$ cat src/rtl/mdu_ctrl_pkg.sv
// Shared encodings for the EX-stage multiply/divide sequencer: op selects, stall polarity, FSM states.
// Optional single-cycle multiply is selected by MDU_FAST_MUL_EN in mdu_ctrl.
package mdu_ctrl_pkg;

  localparam logic [1:0] OP_MULTU = 2'b00;
  localparam logic [1:0] OP_MULT  = 2'b01;
  localparam logic [1:0] OP_DIVU  = 2'b10;
  localparam logic [1:0] OP_DIV   = 2'b11;

  localparam int   EX_STALL_BIT = 3;
  localparam logic STOP         = 1'b1;
  localparam logic NO_STOP      = 1'b0;

  typedef enum logic [1:0] {
    ST_IDLE    = 2'b00,
    ST_MUL_RUN = 2'b01,
    ST_DIV_RUN = 2'b10,
    ST_DONE    = 2'b11
  } mdu_state_e;

endpackage

$ cat src/rtl/mdu_ctrl_div_core.sv
// Restoring divider: one quotient bit per cycle from the MSB; quo_nxt/rem_nxt are final while done=1.
// Latency DATA_W cycles after start; no backpressure, clear abandons the operation.
module mdu_ctrl_div_core #(
  parameter int DATA_W = 32
) (
  input  logic              clk,
  input  logic              rst,
  input  logic              clear,
  input  logic              start,
  input  logic [DATA_W-1:0] dividend,
  input  logic [DATA_W-1:0] divisor,
  output logic              done,
  output logic [DATA_W-1:0] quo_nxt,
  output logic [DATA_W-1:0] rem_nxt
);

  localparam int CNT_W = $clog2(DATA_W);

  logic              busy_q;
  logic [CNT_W-1:0]  cnt_q;
  logic [DATA_W-1:0] dvs_q;
  logic [DATA_W-1:0] quo_q;
  logic [DATA_W-1:0] rem_q;
  logic [DATA_W:0]   rem_sh;
  logic [DATA_W:0]   diff;
  logic              fits;

  // quo_q starts as the dividend and is shifted out MSB-first as quotient bits shift in.
  assign rem_sh  = {rem_q, quo_q[DATA_W-1]};
  assign diff    = rem_sh - {1'b0, dvs_q};
  assign fits    = ~diff[DATA_W];
  assign rem_nxt = fits ? diff[DATA_W-1:0] : rem_sh[DATA_W-1:0];
  assign quo_nxt = {quo_q[DATA_W-2:0], fits};
  assign done    = busy_q && (cnt_q == CNT_W'(DATA_W - 1));

  always_ff @(posedge clk) begin
    if (rst || clear) begin
      busy_q <= 1'b0;
      cnt_q  <= '0;
      dvs_q  <= '0;
      quo_q  <= '0;
      rem_q  <= '0;
    end else if (start) begin
      busy_q <= 1'b1;
      cnt_q  <= '0;
      dvs_q  <= divisor;
      quo_q  <= dividend;
      rem_q  <= '0;
    end else if (busy_q) begin
      rem_q <= rem_nxt;
      quo_q <= quo_nxt;
      cnt_q <= cnt_q + CNT_W'(1);
      if (done) busy_q <= 1'b0;
    end
  end

endmodule

$ cat src/rtl/mdu_ctrl.sv
// MULT/MULTU/DIV/DIVU sequencer for EX; MDU_FAST_MUL_EN selects a single-cycle native multiply.
// Latency DATA_W+1 cycles (multiply 1 with MDU_FAST_MUL_EN); stalls IF..EX while busy, holds result while stall[3].
module mdu_ctrl
  import mdu_ctrl_pkg::*;
#(
  parameter int DATA_W  = 32,
  parameter int STALL_W = 6
) (
  input  logic               clk,
  input  logic               rst,
  input  logic               flush,
  input  logic [STALL_W-1:0] stall,
  input  logic               op_valid,
  input  logic [1:0]         op_sel,
  input  logic [DATA_W-1:0]  src_a,
  input  logic [DATA_W-1:0]  src_b,
  output logic               stallreq_for_mdu,
  output logic               result_valid,
  output logic [DATA_W-1:0]  hi_o,
  output logic [DATA_W-1:0]  lo_o
);

  localparam int PROD_W = 2 * DATA_W;

  mdu_state_e        state_q, state_d;
  logic              accept;
  logic              is_div;
  logic [DATA_W-1:0] a_abs, b_abs;
  logic              neg_res_q, neg_rem_q;
  logic [DATA_W-1:0] hi_q, lo_q;
  logic              div_done;
  logic [DATA_W-1:0] div_quo, div_rem;
  logic              mul_last;
  logic [PROD_W-1:0] prod_fix;
  logic              stall_unused;

  assign stall_unused = ^{stall[STALL_W-1:EX_STALL_BIT+1], stall[EX_STALL_BIT-1:0]};

  assign is_div = op_sel[1];
  assign accept = (state_q == ST_IDLE) && op_valid && !flush;
  assign a_abs  = (op_sel[0] && src_a[DATA_W-1]) ? -src_a : src_a;
  assign b_abs  = (op_sel[0] && src_b[DATA_W-1]) ? -src_b : src_b;

`ifndef MDU_FAST_MUL_EN
  localparam int CNT_W = $clog2(DATA_W);

  logic [CNT_W-1:0]  mul_cnt_q;
  logic [PROD_W-1:0] mcand_q, prod_q, prod_nxt;
  logic [DATA_W-1:0] mplier_q;

  assign prod_nxt = mplier_q[0] ? prod_q + mcand_q : prod_q;
  assign mul_last = (state_q == ST_MUL_RUN) && (mul_cnt_q == CNT_W'(DATA_W - 1));
  assign prod_fix = neg_res_q ? -prod_nxt : prod_nxt;

  always_ff @(posedge clk) begin
    if (rst || flush) begin
      mul_cnt_q <= '0;
      mcand_q   <= '0;
      mplier_q  <= '0;
      prod_q    <= '0;
    end else if (accept && !is_div) begin
      mul_cnt_q <= '0;
      mcand_q   <= {{DATA_W{1'b0}}, a_abs};
      mplier_q  <= b_abs;
      prod_q    <= '0;
    end else if (state_q == ST_MUL_RUN) begin
      mul_cnt_q <= mul_cnt_q + CNT_W'(1);
      mcand_q   <= mcand_q << 1;
      mplier_q  <= mplier_q >> 1;
      prod_q    <= prod_nxt;
    end
  end
`else
  logic [PROD_W-1:0] ext_a, ext_b;

  // Sign-extended operands make the truncated product exact for both MULT and MULTU.
  assign ext_a    = {{DATA_W{op_sel[0] & src_a[DATA_W-1]}}, src_a};
  assign ext_b    = {{DATA_W{op_sel[0] & src_b[DATA_W-1]}}, src_b};
  assign prod_fix = ext_a * ext_b;
  assign mul_last = accept && !is_div;
`endif

  mdu_ctrl_div_core #(.DATA_W(DATA_W)) u_div (
    .clk      (clk),
    .rst      (rst),
    .clear    (flush),
    .start    (accept && is_div),
    .dividend (a_abs),
    .divisor  (b_abs),
    .done     (div_done),
    .quo_nxt  (div_quo),
    .rem_nxt  (div_rem)
  );

  always_ff @(posedge clk) begin
    if (rst || flush) begin
      neg_res_q <= 1'b0;
      neg_rem_q <= 1'b0;
      hi_q      <= '0;
      lo_q      <= '0;
    end else begin
      if (accept) begin
        neg_res_q <= op_sel[0] & (src_a[DATA_W-1] ^ src_b[DATA_W-1]);
        neg_rem_q <= op_sel[0] & src_a[DATA_W-1];
      end
      if (mul_last) begin
        {hi_q, lo_q} <= prod_fix;
      end else if (div_done) begin
        hi_q <= neg_rem_q ? -div_rem : div_rem;
        lo_q <= neg_res_q ? -div_quo : div_quo;
      end
    end
  end

  always_ff @(posedge clk) begin
    if (rst || flush) state_q <= ST_IDLE;
    else              state_q <= state_d;
  end

  always_comb begin
    state_d          = state_q;
    stallreq_for_mdu = 1'b0;
    case (state_q)
      ST_IDLE: begin
        stallreq_for_mdu = op_valid;
        if (op_valid) begin
`ifdef MDU_FAST_MUL_EN
          state_d = is_div ? ST_DIV_RUN : ST_DONE;
`else
          state_d = is_div ? ST_DIV_RUN : ST_MUL_RUN;
`endif
        end
      end
`ifndef MDU_FAST_MUL_EN
      ST_MUL_RUN: begin
        stallreq_for_mdu = 1'b1;
        if (mul_last) state_d = ST_DONE;
      end
`endif
      ST_DIV_RUN: begin
        stallreq_for_mdu = 1'b1;
        if (div_done) state_d = ST_DONE;
      end
      ST_DONE: begin
        // The instruction still in EX here is the one completing; it is never re-accepted.
        if (stall[EX_STALL_BIT] == NO_STOP) state_d = ST_IDLE;
      end
      default: state_d = ST_IDLE;
    endcase
  end

  assign result_valid = (state_q == ST_DONE);
  assign hi_o         = hi_q;
  assign lo_o         = lo_q;

endmodule

$ cat config.mk
export PLATFORM = sky130hd
export DESIGN_NAME = mdu_ctrl
export DESIGN_NICKNAME = d
export VERILOG_FILES = /design/src/rtl/mdu_ctrl_pkg.sv /design/src/rtl/mdu_ctrl_div_core.sv /design/src/rtl/mdu_ctrl.sv
export SDC_FILE = /design/constraint.sdc
export NUM_CORES = 1
export LEC_CHECK = 0
export ABC_AREA = 1
export ABC_CLOCK_PERIOD_IN_PS = 5850
export CAP_MARGIN = 20
export CORE_MARGIN = 2
export CORE_UTILIZATION = 42
export DETAILED_ROUTE_END_ITERATION = 8
export GPL_TIMING_DRIVEN = 0
export SYNTH_ARGS = -nofsm -noshare
export SYNTH_HDL_FRONTEND = slang
export SYNTH_HIERARCHICAL = 1
export SYNTH_SLANG_ARGS = --single-unit
$ cat constraint.sdc
create_clock -name clk -period 5.85 [get_ports clk]
set_clock_uncertainty 0.2 [all_clocks]
set_input_delay 1.755 -clock clk [delete_from_list [all_inputs] [get_ports clk]]
set_output_delay 1.755 -clock clk [all_outputs]
set_load 0.01 [all_outputs]
# ---- Yosys cells after proc, flatten, opt, wreduce, memory -nomap -nowiden
# Cells that the tools add are included.
dict set report op_classes {
  bitwise 4
  reduce_logical 19
  n_addsub 9
  n_eq_ne 9
  muxes 27
}
# cell count
set ops {}
lappend ops {{$mux 32} 15}
lappend ops {{$mux 64} 2}
lappend ops {{$neg 32->32} 4}
lappend ops {{$add 64x64->64} 1}
lappend ops {{$neg 64->64} 1}
lappend ops {{$sub 33x32->33} 1}
lappend ops {{$add 5x1->5 const B} 2}
lappend ops {{$eq 5x5->1 const B} 2}
lappend ops {{$mux 2} 5}
lappend ops {{$logic_and 1x1->1} 8}
lappend ops {{$ne 2x2->1 const B} 4}
lappend ops {{$pmux 2 s4} 1}
lappend ops {{$reduce_bool 2->1} 3}
lappend ops {{$reduce_or 2->1} 3}
lappend ops {{$eq 2x2->1 const B} 2}
lappend ops {{$reduce_and 4->1} 1}
lappend ops {{$mux 1} 3}
lappend ops {{$and 1x1->1} 2}
lappend ops {{$eq 2x1->1 const B} 1}
lappend ops {{$logic_not 1->1} 2}
lappend ops {{$logic_not 2->1} 1}
lappend ops {{$pmux 1 s2} 1}
lappend ops {{$logic_or 1x1->1} 1}
lappend ops {{$not 1->1} 1}
lappend ops {{$xor 1x1->1} 1}
dict set report word_totals {
  out_inout_bits 66
  in_bits 76
  wordCells 83
  ff_bits 335
}

# ---- Depth between registers and ports, before layout
# Gate-level depths: netlist of run 1.
dict set report logic_depth {
  ltp_word 6
  depth_mapped 35
  mapped_depth_nobuf 34
}

# ---- Hierarchy
# Netlist of run 1, hierarchy kept.
# mod cells_each area_each_um2 n_inst
set modules_own_cells {}
lappend modules_own_cells {mdu_ctrl 3567 20616.0 1}
lappend modules_own_cells {mdu_ctrl_div_core 1269 7559.8 1}

# ---- Worst setup path before layout of run 1
# Ideal clock, no wire load.
dict set report synth_path {
  path_type {register to register}
  start {reg u_div.quo_q[31]}
  end {reg lo_q[28], in the netlist lo_o[28]}
  setup_time_ns 0.122
  required_ns 5.529
  n_path_buf 2
  slack_ns 1.690
  stages_incl_launch_ff 28
  arrival_time_ns 3.839
  path_cell_list {dfxtp_1 -> inv_1 -> ha_1 -> fa_1 -> inv_1 -> nand2_1 -> nand2_1 -> nand3_1 -> nand2_2 -> nand2_2 -> nand2_4 -> nand2_4 -> nand3_2 -> nand2_2 -> buf_4 -> buf_4 -> inv_1 -> ha_1 -> nand3_1 -> nor3_1 -> nand3_1 -> nor3_1 -> nand3_1 -> o41ai_1 -> o21ai_0 -> xor2_1 -> o21ai_0 -> a21oi_1}
}
dict set report synth_between {
  elab_chain_cells 6
}
# element line
set synth_lines {}
lappend synth_lines {{start: declaration} mdu_ctrl_div_core.sv:22} ;# logic [DATA_W-1:0] quo_q;
lappend synth_lines {{start signal: assignment} mdu_ctrl_div_core.sv:47} ;# quo_q <= dividend;
lappend synth_lines {{start signal: assignment} mdu_ctrl_div_core.sv:51} ;# quo_q <= quo_nxt;
lappend synth_lines {{$sub 33x32->33} mdu_ctrl_div_core.sv:30} ;# assign diff = rem_sh - {1'b0, dvs_q};
lappend synth_lines {{$not 1->1} mdu_ctrl_div_core.sv:31} ;# assign fits = ~diff[DATA_W];
lappend synth_lines {{net u_div.fits} mdu_ctrl_div_core.sv:26} ;# logic fits;
lappend synth_lines {{$neg 32->32} mdu_ctrl.sv:110} ;# lo_q <= neg_res_q ? -div_quo : div_quo;
lappend synth_lines {{$mux 32} mdu_ctrl.sv:110}
lappend synth_lines {{$mux 32} mdu_ctrl.sv:108} ;# end else if (div_done) begin
lappend synth_lines {{$mux 32} mdu_ctrl.sv:106} ;# if (mul_last) begin
lappend synth_lines {{end signal: assignment} mdu_ctrl.sv:107} ;# {hi_q, lo_q} <= prod_fix;
lappend synth_lines {{end signal: assignment} mdu_ctrl.sv:110}
lappend synth_lines {{end: declaration} mdu_ctrl.sv:30} ;# logic [DATA_W-1:0] hi_q, lo_q;
# The timed path passes the listed nets, and every way through them passes these cells. The select of a mux whose other input is x is not followed.
# A chain may end at the register's enable or synchronous reset.

# ---- Final worst setup path of run 1
dict set report layout_path {
  start {in op_valid}
  end {out stallreq_for_mdu}
}
dict set report layout_between {
  elab_chain_cells 1
}
# element line
set layout_lines {}
lappend layout_lines {{start: declaration} mdu_ctrl.sv:13} ;# input logic op_valid,
lappend layout_lines {{$pmux 1 s2} mdu_ctrl.sv:123} ;# case (state_q)
lappend layout_lines {{end: declaration} mdu_ctrl.sv:17} ;# output logic stallreq_for_mdu,
# Every way passes these cells.

==> flow_summary.ini, run 1 <==
[routing]
drc = 0
vias = 31200
drt_iter0_drc = 2610
routed.top_layer = met5
wl_per_cell_um = 19.9
wirelength_mm = 117
met3_length_mm = 7.90
vias_per_cell = 5.28
wl_met1_mm = 49.6
dr.pass1.iters = 6
wl_met2_mm = 53.9
drtAntennaViolNets = 0

[floorplanning]
dieArea_um2 = 69200
initial_core_util = 0.426
fp.dieH_um = 263
die_w_um = 263
num_rows = 94
ios = 142
core_um2 = 66100

[logic_synthesis]
synth_area_per_cell_um2 = 5.83
ys_seq_area_frac = 0.238
ys_ff_latch = 335
synth_ff_type = dfxtp_1
synth_edf_count = 0
netlist_instances = 4836
yosysWarnings = 6
synth_nets = 5023
syn_area_um2 = 28200
ys_types = 62
synth_async_sr_flop_share = 0

[sta]
fin_crit_sh = 0.901
setup_violations = 0
hold_viol = 0
rsz0062_at_grt = no
hold_ws_ps = 279
finalCriticalPeriod_ps = 5270
drv_slew = 0
slew_headroom = 0.299
worstMarginPinSlew_ps = 1050
tns_ps = 0
max_freq_ghz = 0.190

[clock_tree]
cts_max_level = 2
root_buffer = clkbuf_16
cts.sinks = 335
cts_tree = built
cts_hold_buffers = 0
cts_made_buffers = 43
clockBufferDepth = 3
postCtsSetupBuffers = 0
cts_resized = 0
clkLatencyLatePin_ps = 600
path_clk_slew_ps = 70

[global_routing]
grt-ovfl-total = 0
grt_usage = 0.328
grt_start_max_net_pins = 13
grt_pass1_wl_mm = 174
grt_pass1_vias = 28700
antenna_found_initial = 5

[place]
hpwlAfterDp_mm = 98.1
placed_area_um2 = 30600
gp_congestion = 1.01
portBuffers = 136

[run_status]
run_status = complete, no violations

[cells_and_area]
nets = 5205
final_common_cell = nand2_1
synthToLayoutAreaGrowth_pct = 14.1
fillers = 7275
design_area_um2 = 32100
drive_gt1_frac = 0.0568
final_cell_mix = nand2_1 (1431), inv_1 (789), nor2_1 (408), dfxtp_1 (335), nand3_1 (328)

[worst_setup_path]
slowest_delay_ps = 500
required_ps = 3890
r2r_slack_ps = 620
path_max_fanout = 3
arrival_ps = 3320
worst-setup-path-type = in -> out
slowest_stage = clkdlybuf4s50_1
cp-end-kind = primary output
cp-start-kind = primary input
worstPathCellList = clkdlybuf4s50_1 > nand2_1 > inv_1 > nor2_1 > nor2_1 > clkdlybuf4s50_1

[power]
combinationalPowerShare = 0.257
switching_share = 0.349
worst_ir_drop_vdd_uv = 236
clkPwrFrac = 0.408
p_seq_frac = 0.335
power_switching_uw = 2450
internal_power_uw = 4570
p_total_uw = 7010
power_density_nw_per_um2 = 218
total_leakage_power_uw = 0.0160

[worst_hold_path]
holdCritPathClass = reg -> reg

[run]
max_cap_viol_count = 0
[worst paths after layout]
kind                                       from               end  depth (start not counted)
worst max register to register  u_div/quo_q[31]          lo_o[28]                         27
worst max-delay path                   op_valid  stallreq_for_mdu                          6
worst min register to register     mul_cnt_q[4]      mul_cnt_q[4]                          2
worst min-delay path               mul_cnt_q[4]      mul_cnt_q[4]                          2
[metrics by stage]
step                      utilization  setup slack, ps  instances
after global placement          0.463              362       5836
after floorplan                     -             1690       4836
after detailed placement        0.463              383       5837
final                           0.486              576       5917
after global routing            0.486              191       5916
after CTS                       0.486              615       5916
[cell usage after synthesis, drive strengths merged, types with 3 or more instances]
master,number,share of area
a211oi,4,0.0011
a21o,6,0.0016
a21oi,326,0.059
a221oi,4,0.0012
a22oi,35,0.0093
a31oi,26,0.0058
and2,9,0.0020
buf,78,0.018
clkbuf,115,0.015
clkinv,8,0.0011
dfxtp,335,0.24
ha,109,0.048
inv,812,0.11
mux2i,38,0.013
nand2,1476,0.20
nand3,350,0.066
nand3b,11,0.0029
nand4,41,0.0093
nor2,439,0.063
nor3,73,0.014
nor4,9,0.0020
o211ai,33,0.0088
o21a,6,0.0016
o21ai,333,0.060
o21bai,11,0.0029
o221ai,8,0.0025
o31ai,10,0.0027
or2,16,0.0036
or4,3,0.00080
xnor2,25,0.0078
xor2,78,0.024
[per-layer routing]
metal  vias up  global-route usage
met4         8               0.155
li1      15700                   -
met5         -                   0
met2      1143               0.554
met3       254              0.0386
met1     14100               0.417
[critical path, delay by kind of cell]
family | cells | cell delay [ps]
buffers and inverters | 3 | 1060
AND/OR/NAND/NOR | 3 | 500
[power by group through the flow]
stage | combinational, uW | sequential, uW | clock, uW
3_3_place_gp | 1770 | 2400 | 0
5_1_grt | 1970 | 2350 | 2960
2_1_floorplan | 1190 | 2380 | 0
4_1_cts | 1770 | 2350 | 2880
3_5_place_dp | 1770 | 2400 | 0
6_report | 1810 | 2350 | 2860
[state kept, by name (all words and copies together), names as in the netlist]
| name | cells |
|---|---|
| prod_q | 64 |
| state_q | 2 |
| u_div/quo_q | 32 |
| mul_cnt_q | 5 |
| u_div/cnt_q | 5 |
| u_div/busy_q | 1 |
| u_div/dvs_q | 32 |
| mplier_q | 32 |
| hi_o | 32 |
| neg_rem_q | 1 |
| mcand_q | 64 |
| neg_res_q | 1 |
| lo_o | 32 |
| u_div/rem_q | 32 |
[final cells by class]
class                   instances  area, um^2  share of cell area
plain buffers                 193         946              0.0294
clock buffers                  62        1250              0.0388
well taps                     864        1080              0.0336
flip-flops and latches        335        6710               0.209
repair buffers                137        1380              0.0428
clock inverters                17         260             0.00810
diodes                          1        2.50           0.0000779
multi-input cells            3488       17400               0.543
inverters                     820        3080              0.0958
[logic make-up after synthesis]
group | after synthesis | share of synthesized area
AOI/OAI and AO/OA | 808 | 0.159
xor gates and xnor gates | 103 | 0.0320
adders and majority gates | 111 | 0.0498
buffers and inverters | 1013 | 0.143
DFF | 335 | 0.238
muxes | 38 | 0.0135
and+or+nand+nor | 2428 | 0.365
No activity file was read; power rests on OpenSTA's default activity.
==> run 2: changes to the inputs <==
RECOVER_POWER = 50   (was not set)
==> run 2 against run 1 <==
Non-clock buffer count unchanged. Global-route usage unchanged. Combinational power about the same. Cell count about the same. Clock power about the same. Worst hold slack improved by 2.8 ps. Wire length decreased by 0.25%. Highest routed layer unchanged.
==> flow_summary.ini, run 2 (synthesized netlist as in run 1, its figures left out) <==
[run_status]
run_status = complete, no violations

[sta]
worstMarginPinSlew_ps = 1110
rsz0062_at_grt = no
fin_crit_sh = 0.917
finalCriticalPeriod_ps = 5370
tns_ps = 0
hold_viol = 0
max_freq_ghz = 0.186
setup_violations = 0
slew_headroom = 0.257
drv_slew = 0

[global_routing]
grt_usage = 0.328
antenna_found_initial = 7
grt-ovfl-total = 0
grt_pass1_wl_mm = 174
grt_start_max_net_pins = 13
grt_pass1_vias = 28700

[clock_tree]
clockBufferDepth = 3
cts_made_buffers = 43
cts_resized = 0
cts.sinks = 335
root_buffer = clkbuf_16
cts_hold_buffers = 0
cts_max_level = 2
path_clk_slew_ps = 70
cts_tree = built
clkLatencyLatePin_ps = 600
postCtsSetupBuffers = 0

[power]
clkPwrFrac = 0.408
p_total_uw = 7000
p_seq_frac = 0.336
combinationalPowerShare = 0.257
internal_power_uw = 4570
worst_ir_drop_vdd_uv = 235
power_density_nw_per_um2 = 218
power_switching_uw = 2440
switching_share = 0.348
total_leakage_power_uw = 0.0162

[routing]
wl_per_cell_um = 19.8
vias_per_cell = 5.27
drtAntennaViolNets = 0
drc = 0
vias = 31200
wirelength_mm = 117
drt_iter0_drc = 2610
dr.pass1.iters = 6

[floorplanning]
num_rows = 94
ios = 142
core_um2 = 66100
die_w_um = 263
initial_core_util = 0.426
dieArea_um2 = 69200
fp.dieH_um = 263

[place]
placed_area_um2 = 30600
portBuffers = 136
hpwlAfterDp_mm = 98.1
gp_congestion = 1.01

[worst_setup_path]
timing.rr.start = u_div/quo_q[31]
worst-setup-path-type = in -> out
slowest_delay_ps = 620
reg2regPathDepth = 27
critPathTopFamily = buffers and inverters
slowest_stage = dlygate4sd3_1
worstPathCellList = dlygate4sd3_1 > nand2_1 > inv_1 > nor2_1 > nor2_1 > clkdlybuf4s50_1
arrival_ps = 3410
cp-start-kind = primary input
required_ps = 3890
path_max_fanout = 3
cp_num_buf_inv = 3
path_common_cell = nor2_1
r2r_slack_ps = 520
timing.rr.end = lo_o[28]
cp-end-kind = primary output

[cells_and_area]
synthToLayoutAreaGrowth_pct = 14.0
nets = 5205
final_common_cell = nand2_1
largest_registers = mcand_q x64, prod_q x64
fillers = 7282
drive_gt1_frac = 0.0546
design_area_um2 = 32100
final_cell_mix = nand2_1 (1434), inv_1 (790), nor2_1 (409), dfxtp_1 (335), nand3_1 (329)

[worst_hold_path]
min_from = mul_cnt_q[4]
whs_path_depth = 2
holdCritPathClass = reg -> reg
whs_endpoint = mul_cnt_q[4]

[run]
max_cap_viol_count = 0
-- run 2: cell types whose count changed in the layout (fill, tap and decap cells not counted), sizes merged --
cell	before	now
clkdlybuf4s50	136	66
dlygate4sd3	0	70
buf	79	74
clkbuf	177	182
diode	1	2
-- run 2: power by group through the flow --
stage	logic [uW]	clock network [uW]	registers (uW)
CTS	1770	2880	2350
floorplan	1190	0	2380
global placement	1770	0	2400
global route	1970	2960	2350
detailed placement	1770	0	2400
finish	1800	2850	2350
-- run 2: worst max-delay path by stage --
stage	from	endpoint	slack [ps]	depth (start not counted)
2_1_floorplan	u_div/quo_q[31]	lo_o[28]	1690	27
6_report	op_valid	stallreq_for_mdu	480	6
4_1_cts	op_valid	stallreq_for_mdu	620	6
3_5_place_dp	flush	prod_q[4]	380	10
5_1_grt	u_div/quo_q[31]	lo_o[28]	100	27
3_3_place_gp	flush	prod_q[3]	360	10
-- run 2: layout make-up --
type	instances	area (um^2)	area share
multi-input combinational	3488	17400	0.542
inverter	820	3080	0.0958
buffer	193	943	0.0294
sequential	335	6710	0.209
clock buffer	62	1250	0.0388
tap	864	1080	0.0337
clock inverter	17	260	0.00810
timing repair buffer	137	1380	0.0429
antenna	2	5.00	0.000156
-- run 2: stage by stage --
stage                     hold WS, ps  worst slack [ps]   util  cells
after floorplan                   235              1690      -   4836
after global placement            255               362  0.463   5836
after detailed placement          266               383  0.463   5837
after CTS                         273               615  0.486   5916
after global routing              285               101  0.486   5917
final                             282               484  0.486   5918
-- run 2: worst register-to-register path, delay by kind of cell, from the launching register on --
kind                       cells  cell delay [ps]
AOI/OAI and AO/OA              4             1000
DFF                            1              390
adders and majority gates      3              840
buffers and inverters          5              660
xor gates and xnor gates       1              200
and+or+nand+nor               14             1920
-- run 2: metal layers --
layer,vias to the layer above,part of all wire,global-route usage
met3,244,0.069,0.0386
met1,14100,0.42,0.417
met5,-,0.00045,0
met2,1187,0.46,0.554
met4,8,0.051,0.155
li1,15700,-,-
